`src/rtl/mdc_arbiter.sv`:
```
// Two-requester front end for a shared iterative Euclidean GCD datapath.
// Round-robin grant, one modulus step per clock, req/ack/done handshake per requester.
module mdc_arbiter #(
    parameter int unsigned W = 16
) (
    input  logic         clk,
    input  logic         rst,
    input  logic         req0,
    input  logic [W-1:0] a0,
    input  logic [W-1:0] b0,
    output logic         ack0,
    output logic         done0,
    output logic [W-1:0] g0,
    input  logic         req1,
    input  logic [W-1:0] a1,
    input  logic [W-1:0] b1,
    output logic         ack1,
    output logic         done1,
    output logic [W-1:0] g1,
    output logic         busy
);

    typedef enum logic [0:0] {StIdle, StCalc} state_e;

    state_e       state_q;
    logic [W-1:0] a_q;
    logic [W-1:0] b_q;
    logic         owner_q;
    logic         last_q;
    logic         grant0;
    logic         grant1;

    // On a tie, the requester that was not served last wins.
    always_comb begin
        grant0 = req0 && (!req1 || last_q);
        grant1 = req1 && !grant0;
    end

    always_ff @(posedge clk) begin
        if (rst) begin
            state_q <= StIdle;
            a_q     <= '0;
            b_q     <= '0;
            owner_q <= 1'b0;
            last_q  <= 1'b1;
            ack0    <= 1'b0;
            ack1    <= 1'b0;
            done0   <= 1'b0;
            done1   <= 1'b0;
            g0      <= '0;
            g1      <= '0;
            busy    <= 1'b0;
        end else begin
            ack0  <= 1'b0;
            ack1  <= 1'b0;
            done0 <= 1'b0;
            done1 <= 1'b0;
            case (state_q)
                StIdle: begin
                    if (grant0 || grant1) begin
                        a_q     <= grant0 ? a0 : a1;
                        b_q     <= grant0 ? b0 : b1;
                        owner_q <= grant1;
                        ack0    <= grant0;
                        ack1    <= grant1;
                        busy    <= 1'b1;
                        state_q <= StCalc;
                    end
                end
                StCalc: begin
                    if (b_q != '0) begin
                        a_q <= b_q;
                        b_q <= a_q % b_q;
                    end else begin
                        if (owner_q) begin
                            g1    <= a_q;
                            done1 <= 1'b1;
                        end else begin
                            g0    <= a_q;
                            done0 <= 1'b1;
                        end
                        last_q  <= owner_q;
                        busy    <= 1'b0;
                        state_q <= StIdle;
                    end
                end
                default: state_q <= StIdle;
            endcase
        end
    end

endmodule

```
`config.mk`:
```
export PLATFORM = sky130hd
export DESIGN_NAME = mdc_arbiter
export DESIGN_NICKNAME = d
export VERILOG_FILES = /design/src/rtl/mdc_arbiter.sv
export SDC_FILE = /design/constraint.sdc
export NUM_CORES = 1
export LEC_CHECK = 0
export ABC_AREA = 0
export CAP_MARGIN = 25
export CORE_ASPECT_RATIO = 0.6
export CORE_UTILIZATION = 54
export CTS_CLUSTER_DIAMETER = 50
export DETAILED_ROUTE_END_ITERATION = 10
export GPL_TIMING_DRIVEN = 0
export PLACE_DENSITY_LB_ADDON = 0.05
export SYNTH_ARGS = -nofsm -noshare
export SYNTH_HDL_FRONTEND = slang
export SYNTH_SLANG_ARGS = --single-unit
export TNS_END_PERCENT = 50
```
`constraint.sdc`:
```
create_clock -name clk -period 26.9 [get_ports clk]
set_input_delay 2.69 -clock clk [delete_from_list [all_inputs] [get_ports clk]]
set_output_delay 2.69 -clock clk [all_outputs]
set_load 0.03 [all_outputs]
```
======== After elaboration in Yosys (flattened, before gate mapping) ========
Index checks and enable logic that the tools add are counted.
cells by class
  add/subtract/negate cells ............... 0
  multiply operators ...................... 0
  div/mod/pow operators ................... 1
  magnitude comparators ................... 0
  equal/unequal tests ..................... 3
  shift-type cells ........................ 0
  mux-type cells .......................... 16
  bitwise logic cells ..................... 4
  reductions and logical operators ........ 15
operators by type and width
  operator                                                                 count
  16-bit 2-to-1 mux                                                        6
  16-bit one-hot mux with 2 select lines                                   2
  16-bit by 16-bit remainder unit with 16-bit output                       1
  16-bit nonzero test                                                      1
  2-bit AND reduction                                                      4
  1-bit 2-to-1 mux                                                         6
  3-bit AND reduction                                                      2
  3-bit OR reduction                                                       2
  2-bit inequality test, second input constant                             2
  1-bit NOT                                                                4
  1-bit one-hot mux with 2 select lines                                    2
  1-bit logical AND                                                        2
  1-bit zero test                                                          2
  1-bit logical OR                                                         2
  2-bit by 1-bit inequality test with 1-bit output, second input constant  1
word-level totals
  bits in registers ....................... 72
  latch bits .............................. 0
  bits in writable memories ............... 0
  ROM bits ................................ 0
  input bits .............................. 68
  output and inout bits ................... 37
  logic and storage cells ................. 51
  memories ................................ 0

======== Logic depth before layout (Yosys ltp) ========
Gate-level depths: netlist (run 1).
  depth after elaboration ................. 8
  gate-level depth with buffers ........... 130
  gate-level depth less buffers ........... 120

======== Least setup slack after synthesis (run 1) ========
OpenSTA, ideal clock, no wires.
  kind .................................... reg2reg
  from .................................... register b_q[11]
  to ...................................... register b_q[0]
  library setup time ...................... 0.143 ns
  arrival time ............................ 26.676 ns
  required time ........................... 26.757 ns
  path slack .............................. 0.080 ns
  stages on the path, launching flop included .. 120
  buffers on the path ..................... 14
  period minus slack after synthesis ...... 26.820 ns
  path through ............................ dfxtp_1 nor4_2 nand4_1 nor3_1 a21oi_1 a21oi_1 ha_1 or3_1 nand3_1 o31ai_1 ha_1 a21oi_1 a21oi_1 o31ai_2 ha_1 o32a_1 and3_1 o31ai_1 [84 not listed] o21bai_1 a21oi_1 nor2_1 a311oi_1 clkbuf_1 mux2_2 ha_1 nand4_1 nor4_1 nor3_1 a31oi_1 o21ai_0 nand2b_1 clkbuf_1 clkbuf_1 a21oi_1 a211oi_1 a211oi_1
between the ends
  word-level cells in the longest chain between the ends .. 3
  elaborated cells on any way between the ends .. 6
  classes of those cells .................. 1 x div; 1 x eq/ne; 2 x mux; 2 x reduce/logical
ends and longest elaborated chain
  what                                                                                              line    RTL
  from (decl)                                                                                       27      logic [W-1:0] b_q;
  from (signal assigned)                                                                            62      b_q <= grant0 ? b0 : b1;
  from (signal assigned)                                                                            73      b_q <= a_q % b_q;
  16-bit by 16-bit remainder unit with 16-bit output / 16-bit nonzero test (equally long branches)  73, 71
  16-bit 2-to-1 mux / 2-bit by 1-bit inequality test with 1-bit output (equally long branches)      -
  16-bit one-hot mux with 2 select lines / 2-bit AND reduction (equally long branches)              -
Several ways; a longest one is shown, not always the timed one. The select of a mux whose other input is x is not followed.
A chain may end at the register's enable or synchronous reset.

======== Final worst setup path (run 1) ========
  from .................................... register b_q[11]
  to ...................................... register b_q[12]
The elaborated chain is that of the path after synthesis.

==> results_dict.tcl, run 1 <==
set metrics [dict create \
    grt_max_degree 18 \
    fin_hold_ws_ns 0.452 \
    worst_slew_pin_slew_ns 1.26 \
    max-slew-margin-rel 0.161 \
    gp_congestion 1.00 \
    vias_per_cell 6.63 \
    antenna_found_initial 0 \
    syn_area_um2 10800 \
    status "finished clean" \
    ys_types 84 \
    remaining_drc_errors 0 \
    crit_top_cell "ha_4" \
    cts_hold_buffers 0 \
    clockBufferDepth 2 \
    yosysTopAreaCell "ha_1" \
    die_w_um 184 \
    finalCriticalPeriod_ns 26.70 \
    portBuffers 103 \
    die_area_um2 20500 \
    synth_top_area_frac 0.159 \
    seq_area_frac_synth 0.134 \
    fin_tns_setup_ns 0 \
    clkSinkCount 72 \
    ant_nets 0 \
    area_delta_synth_final_pct 34.3 \
    grt_pass1_vias 11600 \
    min_path_type "reg -> reg" \
    reg2regPathDepth 115 \
    worstSkewPairLatency_ns 0.33 \
    cp.required_ns 27.12 \
    h-tree-depth 3 \
    wirelength_um 43400 \
    busiest_layer "met1" \
    grt_pass1_wl_um 63200 \
    finClkSkew_ns 0.00899 \
    drt_pass1_iterations 6 \
    setup_viol 0 \
    fin_crit_sh 0.992 \
    hold_viol_final 0 \
    rows 39 \
    async_flop_share 0 \
    synth_area_leaders "ha_1 (16%), dfxtp_1 (13%), a21oi_1 (8.7%)" \
    cap_violations 0 \
    io_pins 105 \
    avgSynthCellArea_um2 6.97 \
    cts_tree "built" \
    num_vias 13300 \
    diodes 0 \
    die_y_um 111 \
    core_area_um2 19300 \
    arrival_ns 26.91 \
    timing.fmax_mhz 37.5 \
    synth_most_common_cell "nand2_1" \
    drtIter0Drc 1828 \
    synth_seq_cells 72 \
    whs_path_depth 2 \
    cts_root_buf "clkbuf_16" \
    critPathLaunchType "register" \
    synth_edf_count 0 \
    initial_utilization 0.558 \
    synth_nets 1749 \
    grtUsageMet1 0.598 \
    synth-main-ff-cell "dfxtp_1" \
    use_met2 0.526 \
    critPathSlowestCell "or4b_1" \
    track_usage 0.392 \
    drive_gt1_frac 0.185 \
    cts_buffers 9 \
    synthCells 1543 \
    synth_common_cells "nand2_1 (204), a21oi_1 (187), nor2_1 (139)" \
    slew_violations 0 \
    dp_hpwl_um 31600 \
    nets 1946 \
    clk_pin_slew_worst_paths_ns 0.06 \
    worstSetupEndpointType "register" \
    post_drt_wl_per_cell_um 21.6 \
    critical_path_class "reg -> reg" \
    overflow 0 \
    crit_fanout 10 \
    slowest_delay_ns 0.51 \
    grtUsageMet3 0.131 \
    synth_warnings 0 \
]
what timing repair did:
item                                    4_1_cts  5_1_grt
gates resized for setup                     143      153
pin swaps                                    23       65
endpoints found under the hold margin         0        0
cloned                                        0        1
setup buffers                                32       55
endpoints found under the setup margin       16       16
state kept, by name (all words and copies together), names as in the netlist:
name,flops
a_q,16
ack0,1
ack1,1
b_q,16
busy,1
done0,1
done1,1
g0,16
g1,16
last_q,1
owner_q,1
state_q,1
kinds of logic after synthesis:
group                    synth area share
XOR/XNOR                           0.0651
adder cells (fa/ha/maj)             0.161
AO/OA/AOI/OAI                       0.325
flip-flops                          0.134
buffers and inverters              0.0455
multiplexers                       0.0264
AND/OR/NAND/NOR                     0.243
worst max-delay path: cells and delay by family (launching register included):
| family | cells | cell delay, ns |
|---|---|---|
| multiplexers | 4 | 1.39 |
| AO/OA/AOI/OAI | 58 | 13.12 |
| buffers and inverters | 14 | 2.28 |
| flip-flops | 1 | 0.41 |
| AND/OR/NAND/NOR | 24 | 5.02 |
| adder cells (fa/ha/maj) | 15 | 4.33 |
final timing paths:
path | slack [ns] | endpoint | start
worst max-delay path | 0.20 | b_q[12] | b_q[11]
worst min-delay path | 0.45 | g1[12] | g1[12]
worst min register to register | 0.45 | g1[12] | g1[12]
worst max register to register | 0.20 | b_q[12] | b_q[11]
per-stage QoR:
stage	instance area (µm²)	instances	setup WS, ns	util
6_report	14400	2010	0.204	0.750
5_1_grt	14400	2010	-0.399	0.750
4_1_cts	13300	1954	0.0117	0.689
3_5_place_dp	12100	1912	-8.06	0.629
3_3_place_gp	12100	1912	-7.91	0.629
2_1_floorplan	10800	1543	0.0804	-
cells in the final DEF (no fill, tap or decap), drive strengths merged, types with 6 or more instances in the layout:
cell type	netlist	layout
a2111oi	12	12
a211o	9	9
a211oi	24	24
a21boi	8	8
a21o	36	36
a21oi	187	187
a311o	6	6
a311oi	6	6
a31oi	22	22
and2	11	11
and3	12	12
buf	3	104
clkbuf	73	65
clkdlybuf4s50	0	103
dfxtp	72	72
ha	137	137
inv	54	53
mux2	11	11
mux2i	16	16
nand2	204	204
nand2b	8	8
nand3	27	27
nand4	18	18
nand4b	7	7
nor2	139	139
nor2b	7	7
nor3	60	60
nor4	13	13
o211ai	22	22
o21a	33	33
o21ai	88	88
o21bai	10	10
o31a	10	10
o31ai	17	17
or2	15	15
or3	16	16
xnor2	39	39
xor2	41	41
per-layer routing:
metal / up-vias / wire (µm)
met1: 6191 / 19300
met3: 107 / 6130
met5: - / 0
li1: 6133 / -
met4: 0 / 842
met2: 903 / 17100
final cells by class:
type	instances	area (µm²)
fill	1503	4830
inverter	54	206
multi-input combinational	1341	10000
clock inverter	5	106
clock buffer	10	229
tap	266	333
buffer	71	394
sequential	72	1450
timing repair buffer	191	1710
Power of run 1 is left out: the tool's default activity adds up to more than one toggle a clock period on the data nets, which glitch-free logic cannot reach.
==> run 2, diff against run 1 <==
--- a/config.mk
+++ b/config.mk
@@ -9,7 +9,7 @@
 export CAP_MARGIN = 25
 export CORE_ASPECT_RATIO = 0.6
 export CORE_UTILIZATION = 54
-export CTS_CLUSTER_DIAMETER = 50
+export CTS_CLUSTER_DIAMETER = 100
 export DETAILED_ROUTE_END_ITERATION = 10
 export GPL_TIMING_DRIVEN = 0
 export PLACE_DENSITY_LB_ADDON = 0.05
==> results of run 2 <==
No change in the layout: final DEF, timing and power equal those of run 1.
Power of run 2 is left out for the same reason.
